File: config.mk
export PLATFORM = sky130hd
export DESIGN_NAME = aes_sbox_seq
export DESIGN_NICKNAME = d
export VERILOG_FILES = /design/src/rtl/aes_sbox_seq_pkg.sv /design/src/rtl/gf_inv_4.sv /design/src/rtl/gf_mul_4.sv /design/src/rtl/gf_sq_scale_4.sv /design/src/rtl/aes_sbox_seq.sv
export SDC_FILE = /design/constraint.sdc
export NUM_CORES = 1
export LEC_CHECK = 0
export ABC_AREA = 1
export CAP_MARGIN = 20
export CORE_UTILIZATION = 45
export CTS_CLUSTER_DIAMETER = 100
export DETAILED_ROUTE_END_ITERATION = 8
export PLACE_DENSITY = 0.7
export SYNTH_ARGS = -nofsm -noshare
export SYNTH_HDL_FRONTEND = slang
export SYNTH_SLANG_ARGS = --single-unit
File: constraint.sdc
create_clock -name clk -period 6.3 [get_ports clk]
set_input_delay 1.89 -clock clk [delete_from_list [all_inputs] [get_ports clk]]
set_output_delay 1.89 -clock clk [all_outputs]
set_load 0.05 [all_outputs]
File: src/rtl/aes_sbox_seq_pkg.sv
// aes_sbox_seq_pkg
// Shared types, field constants and helper functions for the iterative AES
// S-box unit.
//   - FSM state enum (SBOX_IDLE .. SBOX_DONE, 3-bit binary)
//   - GF(2^4) arithmetic modulo x^4+x+1, lambda for GF((2^4)^2) = y^2+y+lambda
//   - isomorphic map delta (AES field -> composite field) and its inverse
//   - forward / inverse AES affine transforms
// The delta matrices are derived at elaboration time from the field
// definitions, so they are always consistent with LAMBDA and the GF(2^4)
// polynomial.
package aes_sbox_seq_pkg;

  typedef enum logic [2:0] {
    SBOX_IDLE = 3'd0,
    SBOX_MUL0 = 3'd1,
    SBOX_MUL1 = 3'd2,
    SBOX_MUL2 = 3'd3,
    SBOX_DONE = 3'd4
  } sbox_state_e;

  // x^4 reduces to x + 1.
  localparam logic [3:0] GF4_RED     = 4'h3;
  // Trace(0xE) = 1, so y^2 + y + 0xE is irreducible over GF(2^4).
  localparam logic [3:0] LAMBDA      = 4'hE;
  localparam logic [7:0] AFFINE_C    = 8'h63;
  localparam logic [7:0] INV_AFFINE_C = 8'h05;

  function automatic logic [3:0] gf4_mul(input logic [3:0] a, input logic [3:0] b);
    logic [3:0] p;
    logic [3:0] t;
    p = 4'h0;
    t = a;
    for (int i = 0; i < 4; i++) begin
      if (b[i]) p = p ^ t;
      t = {t[2:0], 1'b0} ^ (t[3] ? GF4_RED : 4'h0);
    end
    return p;
  endfunction

  // Multiply in GF((2^4)^2): element = hi*y + lo, with y^2 = y + LAMBDA.
  function automatic logic [7:0] comp_mul(input logic [7:0] a, input logic [7:0] b);
    logic [3:0] hh;
    logic [3:0] hi;
    logic [3:0] lo;
    hh = gf4_mul(a[7:4], b[7:4]);
    hi = hh ^ gf4_mul(a[7:4], b[3:0]) ^ gf4_mul(a[3:0], b[7:4]);
    lo = gf4_mul(hh, LAMBDA) ^ gf4_mul(a[3:0], b[3:0]);
    return {hi, lo};
  endfunction

  // GF(2)-linear map given as eight 8-bit columns; column i is the image of bit i.
  function automatic logic [7:0] lin_map(input logic [63:0] cols, input logic [7:0] a);
    logic [7:0] r;
    r = 8'h00;
    for (int i = 0; i < 8; i++) begin
      if (a[i]) r = r ^ cols[i*8 +: 8];
    end
    return r;
  endfunction

  // Smallest composite-field root of the AES polynomial x^8+x^4+x^3+x+1.
  function automatic logic [7:0] find_beta(input logic [7:0] start);
    logic [7:0] b;
    logic [7:0] b2;
    logic [7:0] b4;
    logic [7:0] b8;
    logic [7:0] b3;
    logic [7:0] r;
    r = 8'h00;
    for (int c = 0; c < 256; c++) begin
      b  = start + 8'(c);
      b2 = comp_mul(b, b);
      b4 = comp_mul(b2, b2);
      b8 = comp_mul(b4, b4);
      b3 = comp_mul(b2, b);
      if (r == 8'h00 && b > 8'h01 && (b8 ^ b4 ^ b3 ^ b ^ 8'h01) == 8'h00) r = b;
    end
    return r;
  endfunction

  // delta maps x^i of the AES field onto beta^i.
  function automatic logic [63:0] calc_delta(input logic [7:0] beta);
    logic [63:0] cols;
    logic [7:0]  pw;
    cols = 64'h0;
    pw   = 8'h01;
    for (int i = 0; i < 8; i++) begin
      cols[i*8 +: 8] = pw;
      pw = comp_mul(pw, beta);
    end
    return cols;
  endfunction

  // Column j of delta^-1 is the byte that delta sends to the unit vector j.
  function automatic logic [63:0] calc_delta_inv(input logic [63:0] fwd);
    logic [63:0] cols;
    cols = 64'h0;
    for (int j = 0; j < 8; j++) begin
      for (int c = 0; c < 256; c++) begin
        if (lin_map(fwd, 8'(c)) == (8'h01 << j)) cols[j*8 +: 8] = 8'(c);
      end
    end
    return cols;
  endfunction

  localparam logic [7:0]  BETA       = find_beta(8'h00);
  localparam logic [63:0] DELTA      = calc_delta(BETA);
  localparam logic [63:0] DELTA_INV  = calc_delta_inv(DELTA);

  function automatic logic [7:0] delta_map(input logic [7:0] a);
    return lin_map(DELTA, a);
  endfunction

  function automatic logic [7:0] delta_inv_map(input logic [7:0] a);
    return lin_map(DELTA_INV, a);
  endfunction

  // b_i = a_i ^ a_(i+4) ^ a_(i+5) ^ a_(i+6) ^ a_(i+7) ^ c_i, written as rotations.
  function automatic logic [7:0] affine(input logic [7:0] a);
    return a ^ {a[6:0], a[7]} ^ {a[5:0], a[7:6]} ^ {a[4:0], a[7:5]} ^
           {a[3:0], a[7:4]} ^ AFFINE_C;
  endfunction

  // b_i = a_(i+2) ^ a_(i+5) ^ a_(i+7) ^ d_i.
  function automatic logic [7:0] inv_affine(input logic [7:0] a);
    return {a[6:0], a[7]} ^ {a[4:0], a[7:5]} ^ {a[1:0], a[7:2]} ^ INV_AFFINE_C;
  endfunction

endpackage

File: src/rtl/gf_inv_4.sv
// gf_inv_4
// Combinational GF(2^4) inverse, modulo x^4+x+1. a^-1 = a^14; 0 maps to 0.
//   a   : 4-bit operand
//   inv : 4-bit inverse
module gf_inv_4
  import aes_sbox_seq_pkg::*;
(
  input  logic [3:0] a,
  output logic [3:0] inv
);

  logic [3:0] a2;
  logic [3:0] a4;
  logic [3:0] a8;

  assign a2  = gf4_mul(a, a);
  assign a4  = gf4_mul(a2, a2);
  assign a8  = gf4_mul(a4, a4);
  assign inv = gf4_mul(gf4_mul(a2, a4), a8);

endmodule

File: src/rtl/gf_mul_4.sv
// gf_mul_4
// Combinational GF(2^4) multiplier, modulo x^4+x+1.
//   a, b : 4-bit operands
//   p    : 4-bit product
module gf_mul_4
  import aes_sbox_seq_pkg::*;
(
  input  logic [3:0] a,
  input  logic [3:0] b,
  output logic [3:0] p
);

  assign p = gf4_mul(a, b);

endmodule

File: src/rtl/gf_sq_scale_4.sv
// gf_sq_scale_4
// Combinational squarer / lambda-scaler for the composite-field norm.
//   hi, lo : high and low GF(2^4) halves of the operand
//   sq_sum : LAMBDA*hi^2 ^ lo^2
module gf_sq_scale_4
  import aes_sbox_seq_pkg::*;
(
  input  logic [3:0] hi,
  input  logic [3:0] lo,
  output logic [3:0] sq_sum
);

  logic [3:0] hi_sq;
  logic [3:0] lo_sq;

  assign hi_sq  = gf4_mul(hi, hi);
  assign lo_sq  = gf4_mul(lo, lo);
  assign sq_sum = gf4_mul(hi_sq, LAMBDA) ^ lo_sq;

endmodule

File: src/rtl/aes_sbox_seq.sv
// aes_sbox_seq
// Iterative AES S-box / inverse S-box, one byte per transaction, computed in
// GF((2^4)^2) with a single shared GF(2^4) multiplier over three cycles.
//
// Handshake: a transfer happens on the rising edge where valid && ready are
// both high. in_ready is high only in IDLE; out_valid is high only in DONE, so
// input and output transfers never coincide. out_data stays stable while
// out_valid is high and out_ready is low.
//
// Ports:
//   clk, rst_n          : clock, synchronous active-low reset
//   in_valid / in_ready : input handshake; in_data is the byte, in_dec picks
//                         inverse S-box (1) or S-box (0)
//   out_valid/out_ready : output handshake; out_data is the substituted byte
//   dbg_state           : current FSM state, for observation only
module aes_sbox_seq
  import aes_sbox_seq_pkg::*;
(
  input  logic       clk,
  input  logic       rst_n,
  input  logic       in_valid,
  output logic       in_ready,
  input  logic [7:0] in_data,
  input  logic       in_dec,
  output logic       out_valid,
  input  logic       out_ready,
  output logic [7:0] out_data,
  output logic [2:0] dbg_state
);

  sbox_state_e state_q, state_d;
  logic [3:0]  ah_q, ah_d;
  logic [3:0]  al_q, al_d;
  logic [3:0]  d_inv_q, d_inv_d;
  logic [3:0]  rh_q, rh_d;
  logic        dec_q, dec_d;
  logic [7:0]  out_data_q, out_data_d;
  logic        out_valid_q, out_valid_d;

  logic [3:0]  mul_a;
  logic [3:0]  mul_b;
  logic [3:0]  mul_p;
  logic [3:0]  sq_sum;
  logic [3:0]  norm;
  logic [3:0]  norm_inv;
  logic [7:0]  mapped;
  logic [7:0]  result;

  gf_mul_4 u_mul (
    .a (mul_a),
    .b (mul_b),
    .p (mul_p)
  );

  gf_sq_scale_4 u_sq (
    .hi     (ah_q),
    .lo     (al_q),
    .sq_sum (sq_sum)
  );

  // Norm d = LAMBDA*ah^2 ^ ah*al ^ al^2; the ah*al term comes from the shared
  // multiplier during MUL0 only.
  assign norm = sq_sum ^ mul_p;

  gf_inv_4 u_inv (
    .a   (norm),
    .inv (norm_inv)
  );

  assign in_ready  = (state_q == SBOX_IDLE);
  assign out_valid = out_valid_q;
  assign out_data  = out_data_q;
  assign dbg_state = state_q;

  always_comb begin
    state_d     = state_q;
    ah_d        = ah_q;
    al_d        = al_q;
    d_inv_d     = d_inv_q;
    rh_d        = rh_q;
    dec_d       = dec_q;
    out_data_d  = out_data_q;
    out_valid_d = out_valid_q;
    mul_a       = 4'h0;
    mul_b       = 4'h0;
    mapped      = 8'h00;
    result      = 8'h00;

    case (state_q)
      SBOX_IDLE: begin
        if (in_valid) begin
          mapped  = delta_map(in_dec ? inv_affine(in_data) : in_data);
          ah_d    = mapped[7:4];
          al_d    = mapped[3:0];
          dec_d   = in_dec;
          state_d = SBOX_MUL0;
        end
      end
      SBOX_MUL0: begin
        mul_a   = ah_q;
        mul_b   = al_q;
        d_inv_d = norm_inv;
        state_d = SBOX_MUL1;
      end
      SBOX_MUL1: begin
        mul_a   = ah_q;
        mul_b   = d_inv_q;
        rh_d    = mul_p;
        state_d = SBOX_MUL2;
      end
      SBOX_MUL2: begin
        // Low half of the inverse is (ah ^ al) * d^-1.
        mul_a       = ah_q ^ al_q;
        mul_b       = d_inv_q;
        result      = delta_inv_map({rh_q, mul_p});
        out_data_d  = dec_q ? result : affine(result);
        out_valid_d = 1'b1;
        state_d     = SBOX_DONE;
      end
      SBOX_DONE: begin
        if (out_ready) begin
          out_valid_d = 1'b0;
          state_d     = SBOX_IDLE;
        end
      end
      default: begin
        state_d = SBOX_IDLE;
      end
    endcase
  end

  always_ff @(posedge clk) begin
    if (!rst_n) begin
      state_q     <= SBOX_IDLE;
      ah_q        <= 4'h0;
      al_q        <= 4'h0;
      d_inv_q     <= 4'h0;
      rh_q        <= 4'h0;
      dec_q       <= 1'b0;
      out_data_q  <= 8'h00;
      out_valid_q <= 1'b0;
    end else begin
      state_q     <= state_d;
      ah_q        <= ah_d;
      al_q        <= al_d;
      d_inv_q     <= d_inv_d;
      rh_q        <= rh_d;
      dec_q       <= dec_d;
      out_data_q  <= out_data_d;
      out_valid_q <= out_valid_d;
    end
  end

endmodule

==> results_tabular.tex <==
\begin{tabular}{lr}
\hline
Metric & Value \\
\hline
\multicolumn{2}{l}{\textbf{Drt}} \\
\quad Vias & 3,406 \\
\quad Number of detailed-route iterations in the first pass & 5 \\
\quad Detail-routed net length per standard cell & 11.5 µm \\
\quad Per-cell via count in the routed design & just over 5 \\
\quad DRT Wirelength & 7.78 mm \\
\quad Detailed router's first-iteration violation count & 144 \\
\quad Final routed DRC violation total & 0 \\
\quad Routed Antenna Nets & 0 \\
\multicolumn{2}{l}{\textbf{CTS}} \\
\quad Total setup buffers inserted after CTS & 0 \\
\quad Number of hold-repair buffers added at the cts stage & 0 \\
\quad Latest clock arrival within the worst-skew pair & approximately 0.28 ns \\
\quad Register clock-pin slew on the reported worst setup and hold paths & 0.07 ns \\
\quad Root buffer cell & sky130\_fd\_sc\_hd\_\_clkbuf\_8 \\
\quad Inserted Clock Buffers & 5 \\
\quad Max Buffers Root-to-Sink & 2 \\
\quad H-tree levels & 2 \\
\quad CTS sink cnt & 29 \\
\quad Post-CTS sizing & 0 \\
\quad CTS tree & yes \\
\multicolumn{2}{l}{\textbf{Logic synthesis}} \\
\quad Sequential element share of the synthesized area & between 10\% and 20\% \\
\quad Async S/R FF share, synth & 0\% \\
\quad Synth Warn \# & 0 \\
\quad Post-synth top area share & between 10\% and 20\% \\
\quad Biggest area contributors in the synthesized netlist & sky130\_fd\_sc\_hd\_\_nand2\_1, sky130\_fd\_sc\_hd\_\_dfxtp\_1, sky130\_fd\_sc\_hd\_\_xor2\_1 \\
\quad Count of distinct cell types in the synthesized netlist & 40 \\
\quad Synthesized netlist cell count & roughly 560 \\
\quad Leading area contributor after synthesis & sky130\_fd\_sc\_hd\_\_nand2\_1 \\
\quad Net count after synthesis & just under 600 \\
\quad Cell area after synthesis & 0.00353 mm² \\
\quad Flop and latch count out of synthesis & 29 \\
\quad Average size of a mapped cell & 6.32 µm² \\
\quad Flip-flop cell with the highest count after synthesis & sky130\_fd\_sc\_hd\_\_dfxtp\_1 \\
\quad Number of synthesized flops with an enable pin & 0 \\
\multicolumn{2}{l}{\textbf{Critical path}} \\
\quad Worst reg2reg setup slack & 1.37 ns \\
\quad Sort of element at the start of the critical path & register \\
\quad Required time at the worst-slack endpoint & 6.47 ns \\
\quad Type of the setup path with the least slack & register to register \\
\quad CP Capture Point & d\_inv\_q[2]\$\_SDFFE\_PN0N\_ \\
\quad CP startpoint & dbg\_state[0]\$\_SDFFE\_PN0P\_ \\
\quad Kind of capture point of the worst setup path & register \\
\quad Most used cell along the critical path & sky130\_fd\_sc\_hd\_\_nand2\_1 \\
\quad Largest stage delay on the critical path & 0.50 ns \\
\quad Reg2reg start & dbg\_state[0]\$\_SDFFE\_PN0P\_ \\
\quad Cell count of the worst reg-to-reg path & 31 \\
\quad Highest fanout seen on the critical path & 15 \\
\quad Critical path data arrival time & 5.11 ns \\
\quad Endpoint of the worst register-to-register path & d\_inv\_q[2]\$\_SDFFE\_PN0N\_ \\
\quad CP max stage cell & sky130\_fd\_sc\_hd\_\_ha\_1 \\
\multicolumn{2}{l}{\textbf{Floorplanning}} \\
\quad Die height & 90.6 µm \\
\quad Core Rows & 31 \\
\quad I/O pin count & 26 \\
\quad Die footprint & 0.00821 mm² \\
\quad Initial Util & a little under half \\
\quad Placeable core area & 0.00741 mm² \\
\quad Horizontal die dimension & 90.6 µm \\
\multicolumn{2}{l}{\textbf{Timing}} \\
\quad Final Setup Violations & 0 \\
\quad Maximum frequency from static timing analysis & 203 MHz \\
\quad Minimum clock period after layout & 4.93 ns \\
\quad RSZ-0062 raised after global routing & no \\
\quad Worst Tran Pin Value & 0.871 ns \\
\quad Post-route fraction of the period consumed by the critical path & 78.3\% \\
\quad Number of hold-slack violations in the final timing report & 0 \\
\quad Worst setup skew after layout & 0.00936 ns \\
\quad Worst max-slew margin expressed relative to the limit & 41.8\% \\
\quad Setup tns final & 0 ns \\
\quad Count of final max-slew check failures & 0 \\
\multicolumn{2}{l}{\textbf{Layout}} \\
\quad Most common cell after layout, fill and taps aside & sky130\_fd\_sc\_hd\_\_nand2\_1 \\
\quad Most frequent cells in the layout & sky130\_fd\_sc\_hd\_\_nand2\_1, sky130\_fd\_sc\_hd\_\_inv\_1, sky130\_fd\_sc\_hd\_\_nand3\_1, sky130\_fd\_sc\_hd\_\_xor2\_1, sky130\_fd\_sc\_hd\_\_dfxtp\_1 \\
\quad Ant. Diodes & 0 \\
\quad Fraction of final layout cells with drive strength greater than 1 & 13.1\% \\
\quad Fin nets & about 600 \\
\quad Area overhead of the layout relative to synthesis & 10.4\% \\
\multicolumn{2}{l}{\textbf{Run status}} \\
\quad Outcome & completed \\
\multicolumn{2}{l}{\textbf{GRT}} \\
\quad Sum of overflow across all layers after global routing & 0 \\
\quad Overall Global Routing Usage & 20.0\% \\
\quad First-pass GRT wire length & 13.8 mm \\
\quad Antenna violations before repair & 0 \\
\quad Largest net degree at the start of global routing & 23 \\
\quad Via count of the first global-routing pass & 3,173 \\
\multicolumn{2}{l}{\textbf{Placement}} \\
\quad Routability Congestion & 0.856 \\
\quad Number of buffers inserted by port buffering & 25 \\
\quad Detailed Place HPWL & 6.16 mm \\
\multicolumn{2}{l}{\textbf{Run}} \\
\quad Max-cap violations & 0 \\
\multicolumn{2}{l}{\textbf{Min path}} \\
\quad Worst min path class & register to register \\
\quad Beginning of the worst hold path & out\_valid\$\_SDFFE\_PN0P\_ \\
\hline
\end{tabular}
## synth_stat cells (all sizes together) (2+ instances only)
| master | instances |
|---|---|
| or2 | 3 |
| and2 | 2 |
| dfxtp | 29 |
| o21ai | 29 |
| xnor2 | 27 |
| xor2 | 49 |
| inv | 70 |
| nand3 | 59 |
| o211ai | 8 |
| a31oi | 4 |
| a21oi | 17 |
| nand3b | 3 |
| nand2 | 200 |
| o21a | 3 |
| clkbuf | 5 |
| ha | 5 |
| nor2 | 29 |
| nand4 | 4 |
| buf | 9 |
## worst max-delay path, delay by kind of cell (launching register included)
family / cells / cell delay (ns)
xor gates and xnor gates: 1 / 0.17
DFF: 1 / 0.47
AOI/OAI and AO/OA: 1 / 0.26
buffers and inverters: 3 / 0.60
adders and majority gates: 1 / 0.50
and+or+nand+nor: 25 / 2.83
## state kept, by name (all words and copies together), names as in the netlist
register,count
out_data,8
ah_q,4
d_inv_q,4
al_q,4
rh_q,4
out_valid,1
dec_q,1
dbg_state,3
## area by class of cell
type                            instances  area, µm²
Fill cell                             771       3510
Multi-Input combinational cell        446       2600
Sequential cell                        29        581
Inverter                               70        265
Timing Repair Buffer                   25        250
Tap cell                               99        124
Clock buffer                            6       72.6
Clock inverter                          2       10.0
## cells by family (layout without fill, tap and decap cells)
family,Yosys count,count (layout),synth area share [%]
flip-flops,29,29,16.4
AND/OR/NAND/NOR,301,301,40.0
buffers and inverters,84,103,10.0
AO/OA/AOI/OAI,64,64,10.9
adder cells (fa/ha/maj),5,5,1.77
XOR/XNOR,76,76,20.8
## routing by layer
metal / GRT usage [%] / vias to the layer above / routed length, µm / share of wire (%)
met1: 25.9 / 1546 / 3780 / 49
li1: - / 1802 / - / -
met3: 3.03 / 4 / 229 / 2.9
met2: 35.2 / 54 / 3730 / 48
met4: 3.63 / 0 / 42 / 0.54
met5: 0 / - / 0 / 0
## worst min-delay path by stage
| stage | to | slack [ns] | cells after the start |
|---|---|---|---|
| 6_report | out_valid$_SDFFE_PN0P_ | 0.46 | 2 |
| 5_1_grt | out_valid$_SDFFE_PN0P_ | 0.51 | 2 |
| 4_1_cts | out_valid$_SDFFE_PN0P_ | 0.47 | 2 |
| 3_5_place_dp | out_valid$_SDFFE_PN0P_ | 0.46 | 2 |
| 3_3_place_gp | out_valid$_SDFFE_PN0P_ | 0.45 | 2 |
| 2_1_floorplan | d_inv_q[2]$_SDFFE_PN0N_ | 0.49 | 2 |
## per-stage QoR
| step | cells | instance area [µm²] | hold slack (ns) | setup WS, ns | util, % |
|---|---|---|---|---|---|
| 6_report | 677 | 3900 | 0.462 | 1.37 | 52.7 |
| 2_1_floorplan | 559 | 3530 | 0.490 | 1.93 | - |
| 3_3_place_gp | 669 | 3820 | 0.453 | 1.52 | 51.6 |
| 4_1_cts | 677 | 3900 | 0.466 | 1.41 | 52.7 |
| 5_1_grt | 677 | 3900 | 0.507 | 0.735 | 52.7 |
| 3_5_place_dp | 669 | 3820 | 0.456 | 1.44 | 51.6 |
Power is not shown: default switching activity piles up to over one toggle a cycle in this logic, so the estimate is an artifact.
